--- src/rtl/mac_unit.sv ---
// ---------------------------------------------------------------------------
// mac_unit
//   Signed multiply-accumulate element for the systolic array. On every rising
//   clk edge with en=1 the full-precision product a*b is added into a running
//   accumulator. acc_out is read directly from the accumulator register.
//
// Parameters
//   WIDTH     signed operand width of a and b
//   ACC       signed accumulator width (must be >= 2*WIDTH)
//   SATURATE  0 = wrap modulo 2^ACC on overflow, 1 = clamp to ACC limits
//
// Ports
//   clk      rising-edge clock
//   rst_n    asynchronous reset, active HIGH despite the name
//   en       accumulate enable, sampled on rising clk
//   a, b     signed operands, sampled only on enabled edges
//   acc_out  signed accumulator value (registered)
// ---------------------------------------------------------------------------
module mac_unit #(
    parameter int unsigned WIDTH    = 8,
    parameter int unsigned ACC      = 32,
    parameter bit          SATURATE = 1'b0
) (
    input  logic                     clk,
    input  logic                     rst_n,
    input  logic                     en,
    input  logic signed [WIDTH-1:0]  a,
    input  logic signed [WIDTH-1:0]  b,
    output logic signed [ACC-1:0]    acc_out
);

    localparam int unsigned PW = 2 * WIDTH;

    // Reject accumulators too narrow to hold a single full product.
    generate
        if (ACC < PW) begin : g_acc_too_narrow
            $error("mac_unit: ACC must be >= 2*WIDTH");
        end
    endgenerate

    localparam logic signed [ACC-1:0] ACC_MAX = {1'b0, {(ACC-1){1'b1}}};
    localparam logic signed [ACC-1:0] ACC_MIN = {1'b1, {(ACC-1){1'b0}}};

    logic signed [ACC-1:0] acc_q;
    logic signed [PW-1:0]  prod_c;
    logic signed [ACC-1:0] prod_ext_c;
    logic signed [ACC-1:0] sum_c;
    logic                  ovf_c;
    logic signed [ACC-1:0] acc_d_c;

    // Full-precision signed product; -2^(W-1) squared fits exactly in 2W bits.
    always_comb begin
        prod_c = PW'(a) * PW'(b);
    end

    // Sign-extend product to accumulator width and add (wraps modulo 2^ACC).
    always_comb begin
        prod_ext_c = ACC'(prod_c);
        sum_c      = acc_q + prod_ext_c;
    end

    // Overflow only when both addends share a sign that the sum does not.
    always_comb begin
        ovf_c = (acc_q[ACC-1] == prod_ext_c[ACC-1]) &&
                (sum_c[ACC-1] != acc_q[ACC-1]);
    end

    // Next accumulator value: wrap or clamp toward the addends' sign.
    always_comb begin
        acc_d_c = sum_c;
        if (SATURATE && ovf_c) begin
            acc_d_c = acc_q[ACC-1] ? ACC_MIN : ACC_MAX;
        end
    end

    // Accumulator register; reset is asynchronous and active-high.
    always_ff @(posedge clk or posedge rst_n) begin
        if (rst_n) begin
            acc_q <= '0;
        end else if (en) begin
            acc_q <= acc_d_c;
        end
    end

    assign acc_out = acc_q;

endmodule

--- config.mk ---
export PLATFORM = sky130hd
export DESIGN_NAME = mac_unit
export DESIGN_NICKNAME = d
export VERILOG_FILES = /design/src/rtl/mac_unit.sv
export SDC_FILE = /design/constraint.sdc
export NUM_CORES = 1
export LEC_CHECK = 0
export ABC_AREA = 1
export CAP_MARGIN = 20
export CORE_AREA = 2 2 115 106
export DETAILED_ROUTE_END_ITERATION = 6
export DIE_AREA = 0 0 117 108
export PLACE_DENSITY = 0.86
export SYNTH_ARGS = -nofsm -noshare
export SYNTH_HDL_FRONTEND = slang
export SYNTH_SLANG_ARGS = --single-unit
--- constraint.sdc ---
create_clock -name clk -period 7.6 [get_ports clk]
set_input_delay 0.76 -clock clk [delete_from_list [all_inputs] [get_ports clk]]
set_output_delay 0.76 -clock clk [all_outputs]
set_load 0.05 [all_outputs]
# --- Word level (Yosys, flattened, before mapping) ---
# Index checks and enable logic that the tools add are counted.
totals:
  word_cells: 3
  reg_bits: 32
op_classes:
  add_sub_neg: 1
  n_mul: 1
op_table:
  columns: ["operator", "count"]
  rows:
  - ["$add 32x16->32", 1]
  - ["$mul 8x8->16", 1]

# --- Logic depth before layout (Yosys ltp) ---
# Gate-level depths: netlist of the first run.
logic_depth:
  ltp_word: 2
  mapped_depth: 23
  mapped_depth_nobuf: 22

# --- Least setup slack after synthesis of the first run ---
# OpenSTA, ideal clock, no wires.
synth_timing:
  kind: "input -> register"
  from: "input port b[0]"
  to: "register acc_q[16], in the netlist acc_out[16]"
  setup_slack_ns: 2.068
  t_arrival_ns: 5.414
  required_time_ns: 7.482
  path_stages: 18
  cell_sequence: "clkbuf_1 nand2_1 inv_1 fa_1 fa_1 fa_1 fa_1 ha_1 ha_1 nand2_1 inv_1 a21oi_1 nand2_1 nand2_1 nand2_1 nor2_1 nand3b_1 nand2_1"
synth_via:
  elab_chain_len: 2
synth_rtl:
  columns: ["element", "line", "source"]
  rows:
  - ["start: declaration", "28", "input logic signed [WIDTH-1:0] b,"]
  - ["$mul 8x8->16", "53", "prod_c = PW'(a) * PW'(b);"]
  - ["$add 32x16->32", "59", "sum_c = acc_q + prod_ext_c;"]
  - ["end signal: assignment", "79", "acc_q <= '0;"]
  - ["end signal: assignment", "81", "acc_q <= acc_d_c;"]
  - ["end: declaration", "44", "logic signed [ACC-1:0] acc_q;"]
# No other way between the ends.
# A chain may end at the register's enable or synchronous reset.

# --- Worst setup path after layout of the first run ---
layout_timing:
  from: "input port b[2]"
  to: "register acc_q[31], in the netlist acc_out[31]"
# The elaborated chain is that of the path after synthesis.

==> metrics.txt, run 1 <==
Worst-Skew Late Latency 0.29 ns; CP max FO 15; WHS 0.521 ns; Yosys cell types 29; Post-synth top cells nand2_1, inv_1, fa_1; Clock Tree Root clkbuf_16; ANT nets after route 0; final setup vio count 0; DRT iter0 DRCs 574; Area after DPL 7950 sq um; Max-Cap Viols 0; Clock Path Buffers 2; DP Wirelength 15.0 mm; cell row count 37; Core Util, Final slightly above 70%; Clk pin slew, worst setup/hold paths 0.06 ns; largest area contributor in the netlist fa_1; Period Utilization, post-route 80.5%; # clock sinks 32; CTS tree done; first-pass GRT wire length 31.0 mm; Post-Syn Nets 1152; CTS buffer count 5; DR vias/cell 5.33; asr flop ratio synth between 90% and 100%; Slew @ Worst Pin ~0.83 ns; Setup crit start kind input pin; Worst EP arrival 6.29 ns; Max Clk Rate 0.163 GHz; WP data required 7.77 ns; routed length per instance 15.9 um; number of flip-flops in the largest register 32; Primary FF master, synth dfrtp_1; Hold WC Path Type reg2reg; Synth area leaders fa_1, nand2_1, ha_1; Resize count post-CTS 0; DR vias 5996; Die H 108 um; Synth Cell Area around 7300 sq um; # IOs 51; skew final 0.00355 ns; Max-slew headroom 44.7%; H-tree Lvls 2; Yosys top cell area share 37.2%; # DRC 0; fin crit period 6.12 ns; Hold Buf Count CTS 0; status finished, final reports clean; routed wire length 17.9 mm; Synth Warn # 0; synth-to-layout area growth 11.7%; Placer Congestion around 1.0; die area 12600 sq um; largest net degree at the start of global routing 38; Final Hold Viols 0; number of global-route vias before repair 6408; Post-synth EDFFs 0; PortBufs 50; Avg Inst Size Synth 7.89 sq um; share of cells above drive strength 1 around 4.1%; Seq/Total Area, Yosys roughly 11%; Core Area 11300 sq um; fin area ~8000 sq um; RSZ-0062 raised after global routing no; setup TNS 0 ns; WS Path Type in2reg; antenna violations before repair 0; Layout Nets 1193; Max Slew Vio Count 0; die width 117 um; GRT Total Usage roughly a third; post-CTS setup buffer count 0; drt first pass iters 7; Post-Synthesis Cells 927; number of synthesized register bits 32; global route total overflow 0; number of diodes 0; Initial Utilization 64.5%; count leader, synth nand2_1; CP Capture Type flip-flop
routing by layer:
layer | routed length (um) | share of wire, % | GRT usage, % | up-vias
met1 | 8010 | 45 | 46.9 | 2872
met2 | 8150 | 46 | 51.0 | 234
li1 | - | - | - | 2859
met5 | 0 | 0 | 0 | -
met3 | 1380 | 7.7 | 5.21 | 31
met4 | 334 | 1.9 | 7.73 | 0
worst paths after layout:
path / start / to / slack, ns / cells after the start
max: b[2] / acc_out[31] / 1.48 / 17
min: acc_out[0] / acc_out[0] / 0.52 / 2
max reg2reg: acc_out[4] / acc_out[20] / 2.97 / 22
min reg2reg: acc_out[0] / acc_out[0] / 0.52 / 2
max in group asynchronous: rst_n / acc_out[26] / 6.38 / 3
min in group asynchronous: rst_n / acc_out[1] / 0.88 / 3
worst max-delay path: stages:
cell and delay, ns:
clkdlybuf4s50_1 0.65, nand2_1 0.21, fa_1 0.65, inv_1 0.69
fa_1 0.57, fa_1 0.57, fa_1 0.42, ha_1 0.31
ha_1 0.37, nand2_1 0.17, inv_1 0.07, a21oi_1 0.14
nand2_1 0.13, a21oi_1 0.27, nand3_1 0.14, nand3_1 0.11
nand2_1 0.06
final cells by class:
| cell class | instances | area [sq um] |
|---|---|---|
| clock buffer | 5 | 125 |
| clock inverter | 3 | 42.5 |
| fill | 909 | 3170 |
| inverter | 212 | 796 |
| multi-input combinational | 662 | 5630 |
| sequential | 32 | 801 |
| tap | 156 | 195 |
| timing repair buffer | 55 | 578 |
metrics by stage:
stage	cells	setup slack (ns)
after detailed placement	1115	1.16
after global placement	1115	1.23
after floorplan	927	2.07
after global routing	1125	1.03
final	1125	1.48
after CTS	1123	1.46
placed cells by master, fill, tap and decap left out, types with 6 or more instances in the layout:
master / Yosys / routed
o21ai_0: 20 / 20
xnor2_1: 9 / 9
ha_1: 70 / 70
nand2_2: 7 / 7
dfrtp_1: 32 / 32
clkdlybuf4s50_1: 0 / 50
inv_1: 205 / 205
a21oi_1: 19 / 19
nand4_1: 13 / 13
nor2_2: 6 / 6
nor3_1: 6 / 6
fa_1: 136 / 136
nand2_1: 276 / 276
nand3_1: 48 / 48
nor2_1: 29 / 29
logic make-up after synthesis:
family	after synthesis	synth area share, %
and+or+nand+nor	401	23.4
buffers and inverters	233	12.1
adders and majority gates	206	49.2
AOI/OAI and AO/OA	46	3.39
DFF	32	10.9
xor gates and xnor gates	9	1.08
Power of run 1 is left out: the tool's default activity adds up to more than one toggle a clock period on the data nets, which glitch-free logic cannot reach.
==> run 2, diff against run 1 <==
CORE_AREA = 2 2 118 109   (was 2 2 115 106)
DIE_AREA = 0 0 120 111   (was 0 0 117 108)
PLACE_DENSITY = 0.82   (was 0.86)
clock period = 5.8 ns   (was 7.6 ns; I/O delays follow)
==> metrics.txt, run 2 (synthesis results as in run 1) <==
Slew @ Worst Pin 0.690 ns (was 0.828 ns); global route total overflow 0 (unchanged); # clock sinks 32 (unchanged); RR Startpoint acc_out[6] (was acc_out[4]); Max-Cap Viols 0 (unchanged); hold path depth 2 (unchanged); skew final 0.00471 ns (was 0.00355 ns); routed length per instance 15.2 um (was 15.9 um); Placer Congestion 0.985 (was 1.01); GRT Total Usage 29.1% (was 32.1%); PortBufs 50 (unchanged); Die H 111 um (was 108 um); Hold Buf Count CTS 0 (unchanged); CP max FO 13 (was 15); Layout Nets 1213 (was 1193); post-CTS setup buffer count 0 (unchanged); Worst EP arrival 5.67 ns (was 6.29 ns); number of global-route vias before repair 6322 (was 6408); antenna violations before repair 0 (unchanged); CTS tree done (unchanged); CP startpoint a[7] (was b[2]); Crit Reg-Reg Endpoint acc_out[20] (unchanged); setup TNS 0 ns (unchanged); Period Utilization, post-route a little over nine tenths; DR vias/cell 5.19 (was 5.33); drt first pass iters 5 (was 7); share of cells above drive strength 1 5.97% (was 4.13%); fin crit period 5.50 ns; Resize count post-CTS 0 (unchanged); Max Clk Rate 0.182 GHz; fin cells 1152 (was 1125); WP data required 5.97 ns (was 7.77 ns); DRT iter0 DRCs 377 (was 574); Clock Path Buffers 2 (unchanged); cell row count 39 (was 37); DR vias 5984 (was 5996); ANT nets after route 0 (unchanged); WS Path Type in2reg (unchanged); number of diodes 0 (unchanged); Inst Count DP 1145 (was 1115); first-pass GRT wire length 30.6 mm (was 31.0 mm); commonest non-fill, non-tap cell in the layout nand2_1 (unchanged); status finished, final reports clean (unchanged); Clk pin slew, worst setup/hold paths 0.05 ns (was 0.06 ns); die width 120 um (was 117 um); Reg2Reg Setup Slack 1.21 ns (was 2.97 ns); CTS buffer count 5 (unchanged); Initial Utilization 59.8% (was 64.5%); Clock Tree Root clkbuf_16 (unchanged); Hold WC Path Type reg2reg (unchanged); Core Area 12200 sq um (was 11300 sq um); RSZ-0062 raised after global routing no (unchanged); H-tree Lvls 2 (unchanged); Final Hold Viols 0 (unchanged); CP Capture Type flip-flop (unchanged); final setup vio count 0 (unchanged); Hold Startpoint acc_out[0] (unchanged); Setup crit start kind input pin (unchanged); most frequent cells in the layout nand2_1, inv_1, fa_1 (unchanged); largest net degree at the start of global routing 33 (was 38); R2R depth 19 (was 22); DP Wirelength 15.0 mm (about the same); Max-slew headroom 53.9% (was 44.7%); number of flip-flops in the largest register 32 (unchanged); die area 13300 sq um (was 12600 sq um); synth-to-layout area growth 13.8% (was 11.7%); # DRC 0 (unchanged); Max Slew Vio Count 0 (unchanged); hold endpoint acc_out[0] (unchanged); # IOs 51 (unchanged); Worst-Skew Late Latency 0.28 ns (was 0.29 ns); routed wire length 17.5 mm (was 17.9 mm)
## run 2: routing by layer
| layer | share of wire, % | GRT usage [%] | vias to the layer above |
|---|---|---|---|
| met1 | 46 | 43.0 | 2852 |
| met3 | 6.5 | 4.06 | 32 |
| met4 | 2.0 | 6.75 | 0 |
| met2 | 45 | 45.8 | 215 |
| li1 | - | - | 2885 |
| met5 | 0 | 0 | - |
## run 2: critical path, cell delays in order
cell	delay, ns
clkdlybuf4s50_1	0.59
nand2_1	0.15
fa_1	0.56
fa_1	0.55
inv_1	0.54
fa_1	0.54
fa_1	0.46
ha_1	0.30
ha_1	0.35
nand2_1	0.11
inv_1	0.13
nand2_2	0.09
nor3_1	0.23
nand3_1	0.18
nand3_1	0.13
nand2_1	0.06
nand3_1	0.06
nand2_1	0.05
## run 2: layout make-up
class                      count  area (sq um)
multi-input combinational    662          5630
fill                        1014          3920
sequential                    32           801
inverter                     212           796
timing repair buffer          75           738
tap                          164           205
clock buffer                   7           153
## run 2: worst max-delay path by stage
stage / endpoint / slack [ns]
after global routing: acc_out[24] / 0.02
after CTS: acc_out[30] / 0.34
after detailed placement: acc_out[24] / 0.06
after floorplan: acc_out[16] / 0.45
final: acc_out[24] / 0.30
after global placement: acc_out[24] / 0.10
## run 2: stage by stage
stage | setup WS (ns) | util [%] | hold WS (ns) | area (sq um)
6_report | 0.300 | 68.0 | 0.517 | 8330
2_1_floorplan | 0.448 | - | 0.696 | 7320
5_1_grt | 0.0162 | 68.0 | 0.575 | 8330
3_3_place_gp | 0.104 | 66.7 | 0.504 | 8170
3_5_place_dp | 0.0571 | 66.7 | 0.503 | 8170
4_1_cts | 0.336 | 68.0 | 0.520 | 8330
Power of run 2 is left out for the same reason.
==> run 3, diff against run 2 <==
CORE_AREA = 2 2 131 120   (was 2 2 118 109)
DIE_AREA = 0 0 133 122   (was 0 0 120 111)
PLACE_DENSITY = 0.69   (was 0.82)
RECOVER_POWER = 100   (was not set)
==> metrics.txt, run 3 (synthesis results as in run 1) <==
DRT iter0 DRCs 468 (was 377); Initial Utilization 48.8% (was 59.8%); most frequent cells in the layout nand2_1, inv_1, fa_1 (unchanged); commonest non-fill, non-tap cell in the layout nand2_1 (unchanged); routed wire length 17.5 mm (about the same); PortBufs 50 (unchanged); number of global-route vias before repair 6068 (was 6322); number of diodes 0 (unchanged); Period Utilization, post-route 92.8% (was 94.8%); fin crit period 5.38 ns (was 5.50 ns); DP Wirelength 14.8 mm (was 15.0 mm); GR met3 Demand/Resource 2.66% (was 4.06%); die width 133 um (was 120 um); CP Capture Type flip-flop (unchanged); Resize count post-CTS 0 (unchanged); # IOs 51 (unchanged); GR Util met2 38.0% (was 45.8%); Die H 122 um (was 111 um); Slew @ Worst Pin 2.11 ns (was 0.690 ns); DR vias/cell 4.94 (was 5.19); Filler cells 1385 (was 1014); Max Clk Rate 0.186 GHz (was 0.182 GHz); CP max FO 24 (was 13); Max-Cap Viols 1 (was 0); skew final 0.00503 ns (was 0.00471 ns); drt first pass iters 5 (unchanged); Hold Buf Count CTS 0 (unchanged); Final Hold Viols 0 (unchanged); share of cells above drive strength 1 5.26% (was 5.97%); Placer Congestion 0.925 (was 0.985); Setup crit start kind input pin (unchanged); Clk pin slew, worst setup/hold paths 0.06 ns (was 0.05 ns); Max-slew headroom -40.9% (was 53.9%); CP startpoint b[0] (was a[7]); ANT nets after route 0 (unchanged); final setup vio count 0 (unchanged); RR Startpoint acc_out[13] (was acc_out[6]); WP data required 6.02 ns (was 5.97 ns); DR vias 5882 (was 5984); number of flip-flops in the largest register 32 (unchanged); Worst-Skew Late Latency 0.29 ns (was 0.28 ns); die area 16200 sq um (was 13300 sq um); Clock Tree Root clkbuf_16 (unchanged); first-pass GRT wire length 30.5 mm (was 30.6 mm); GRT Total Usage 23.9% (was 29.1%); WS Path Type in2reg (unchanged); global route total overflow 0 (unchanged); CTS buffer count 5 (unchanged); largest net degree at the start of global routing 33 (unchanged); Worst EP arrival 5.60 ns (was 5.67 ns); synth-to-layout area growth 14.1% (was 13.8%); violated checks max-capacitance violations, max-slew violations; Hold WC Path Type reg2reg (unchanged); RSZ-0062 raised after global routing no (unchanged); GR peak layer met2 (unchanged); # DRC 0 (unchanged); antenna violations before repair 0 (unchanged); Core Area 15000 sq um (was 12200 sq um); Clock Path Buffers 2 (unchanged); # clock sinks 32 (unchanged); Sequential Area 801 sq um (unchanged); Layout Nets 1213 (unchanged); H-tree Lvls 2 (unchanged); routed length per instance 14.7 um (was 15.2 um); CTS tree done (unchanged); setup TNS 0 ns (unchanged); Hold Startpoint acc_out[0] (unchanged); status complete, but fails checks (was finished, final reports clean); post-CTS setup buffer count 0 (unchanged); footprint of the multi-input gates 5620 sq um (was 5630 sq um); met1 Resource Use GR 36.0% (was 43.0%); cell row count 43 (was 39); Max Slew Vio Count 33 (was 0)
## run 3: cell types whose count changed in the layout (fill, tap and decap cells not counted)
cell,previous run,this run
nand2_1,276,277
nand3_1,48,49
clkdlybuf4s50_1,50,16
clkbuf_1,0,4
buf_4,21,17
dlygate4sd3_1,0,34
nor2_2,6,5
nor2_1,29,30
nand3_2,3,2
nand2_2,7,6
## run 3: area by class of cell
class | instances | area share (%)
multi-input cells | 662 | 67.4
well taps | 202 | 3.03
inverters | 212 | 9.53
flip-flops and latches | 32 | 9.59
repair buffers | 75 | 8.66
clock buffers | 7 | 1.83
## run 3: metrics by stage
stage / setup slack (ns) / cells / utilization (%) / hold slack, ns / instance area [sq um]
final: 0.416 / 1190 / 55.6 / 0.522 / 8350
after global routing: 0.0793 / 1190 / 55.6 / 0.581 / 8350
after CTS: 0.499 / 1190 / 55.8 / 0.534 / 8370
after detailed placement: 0.221 / 1183 / 54.8 / 0.517 / 8220
after global placement: 0.209 / 1183 / 54.8 / 0.512 / 8220
after floorplan: 0.448 / 927 / - / 0.696 / 7320
## run 3: final timing paths
| path | end | depth (start not counted) | slack, ns |
|---|---|---|---|
| min reg2reg | acc_out[0] | 2 | 0.52 |
| max | acc_out[18] | 22 | 0.42 |
| max in group asynchronous | acc_out[0] | 3 | 3.09 |
| min in group asynchronous | acc_out[31] | 3 | 1.50 |
| max reg2reg | acc_out[18] | 18 | 1.27 |
| min | acc_out[0] | 2 | 0.52 |
## run 3: worst max-delay path, cell delays in order
cell and delay, ns:
dlygate4sd3_1 0.61, nand2_1 0.12, inv_1 0.08, buf_12 0.18
fa_1 0.52, inv_1 0.06, fa_1 0.49, inv_1 0.05
fa_1 0.55, fa_1 0.45, ha_1 0.30, ha_1 0.29
buf_4 0.15, nand2_2 0.10, inv_1 0.06, a21oi_2 0.22
nand3_1 0.26, nand2_1 0.16, nand2_1 0.06, nand2_1 0.05
nand3_1 0.10, nand2_1 0.12
## run 3: metal layers
layer  part of all wire, %  wire length (um)
met1                    49              8640
met2                    44              7750
met3                   4.9               862
met4                   1.1               196
met5                     0                 0
Power of run 3 is left out for the same reason.
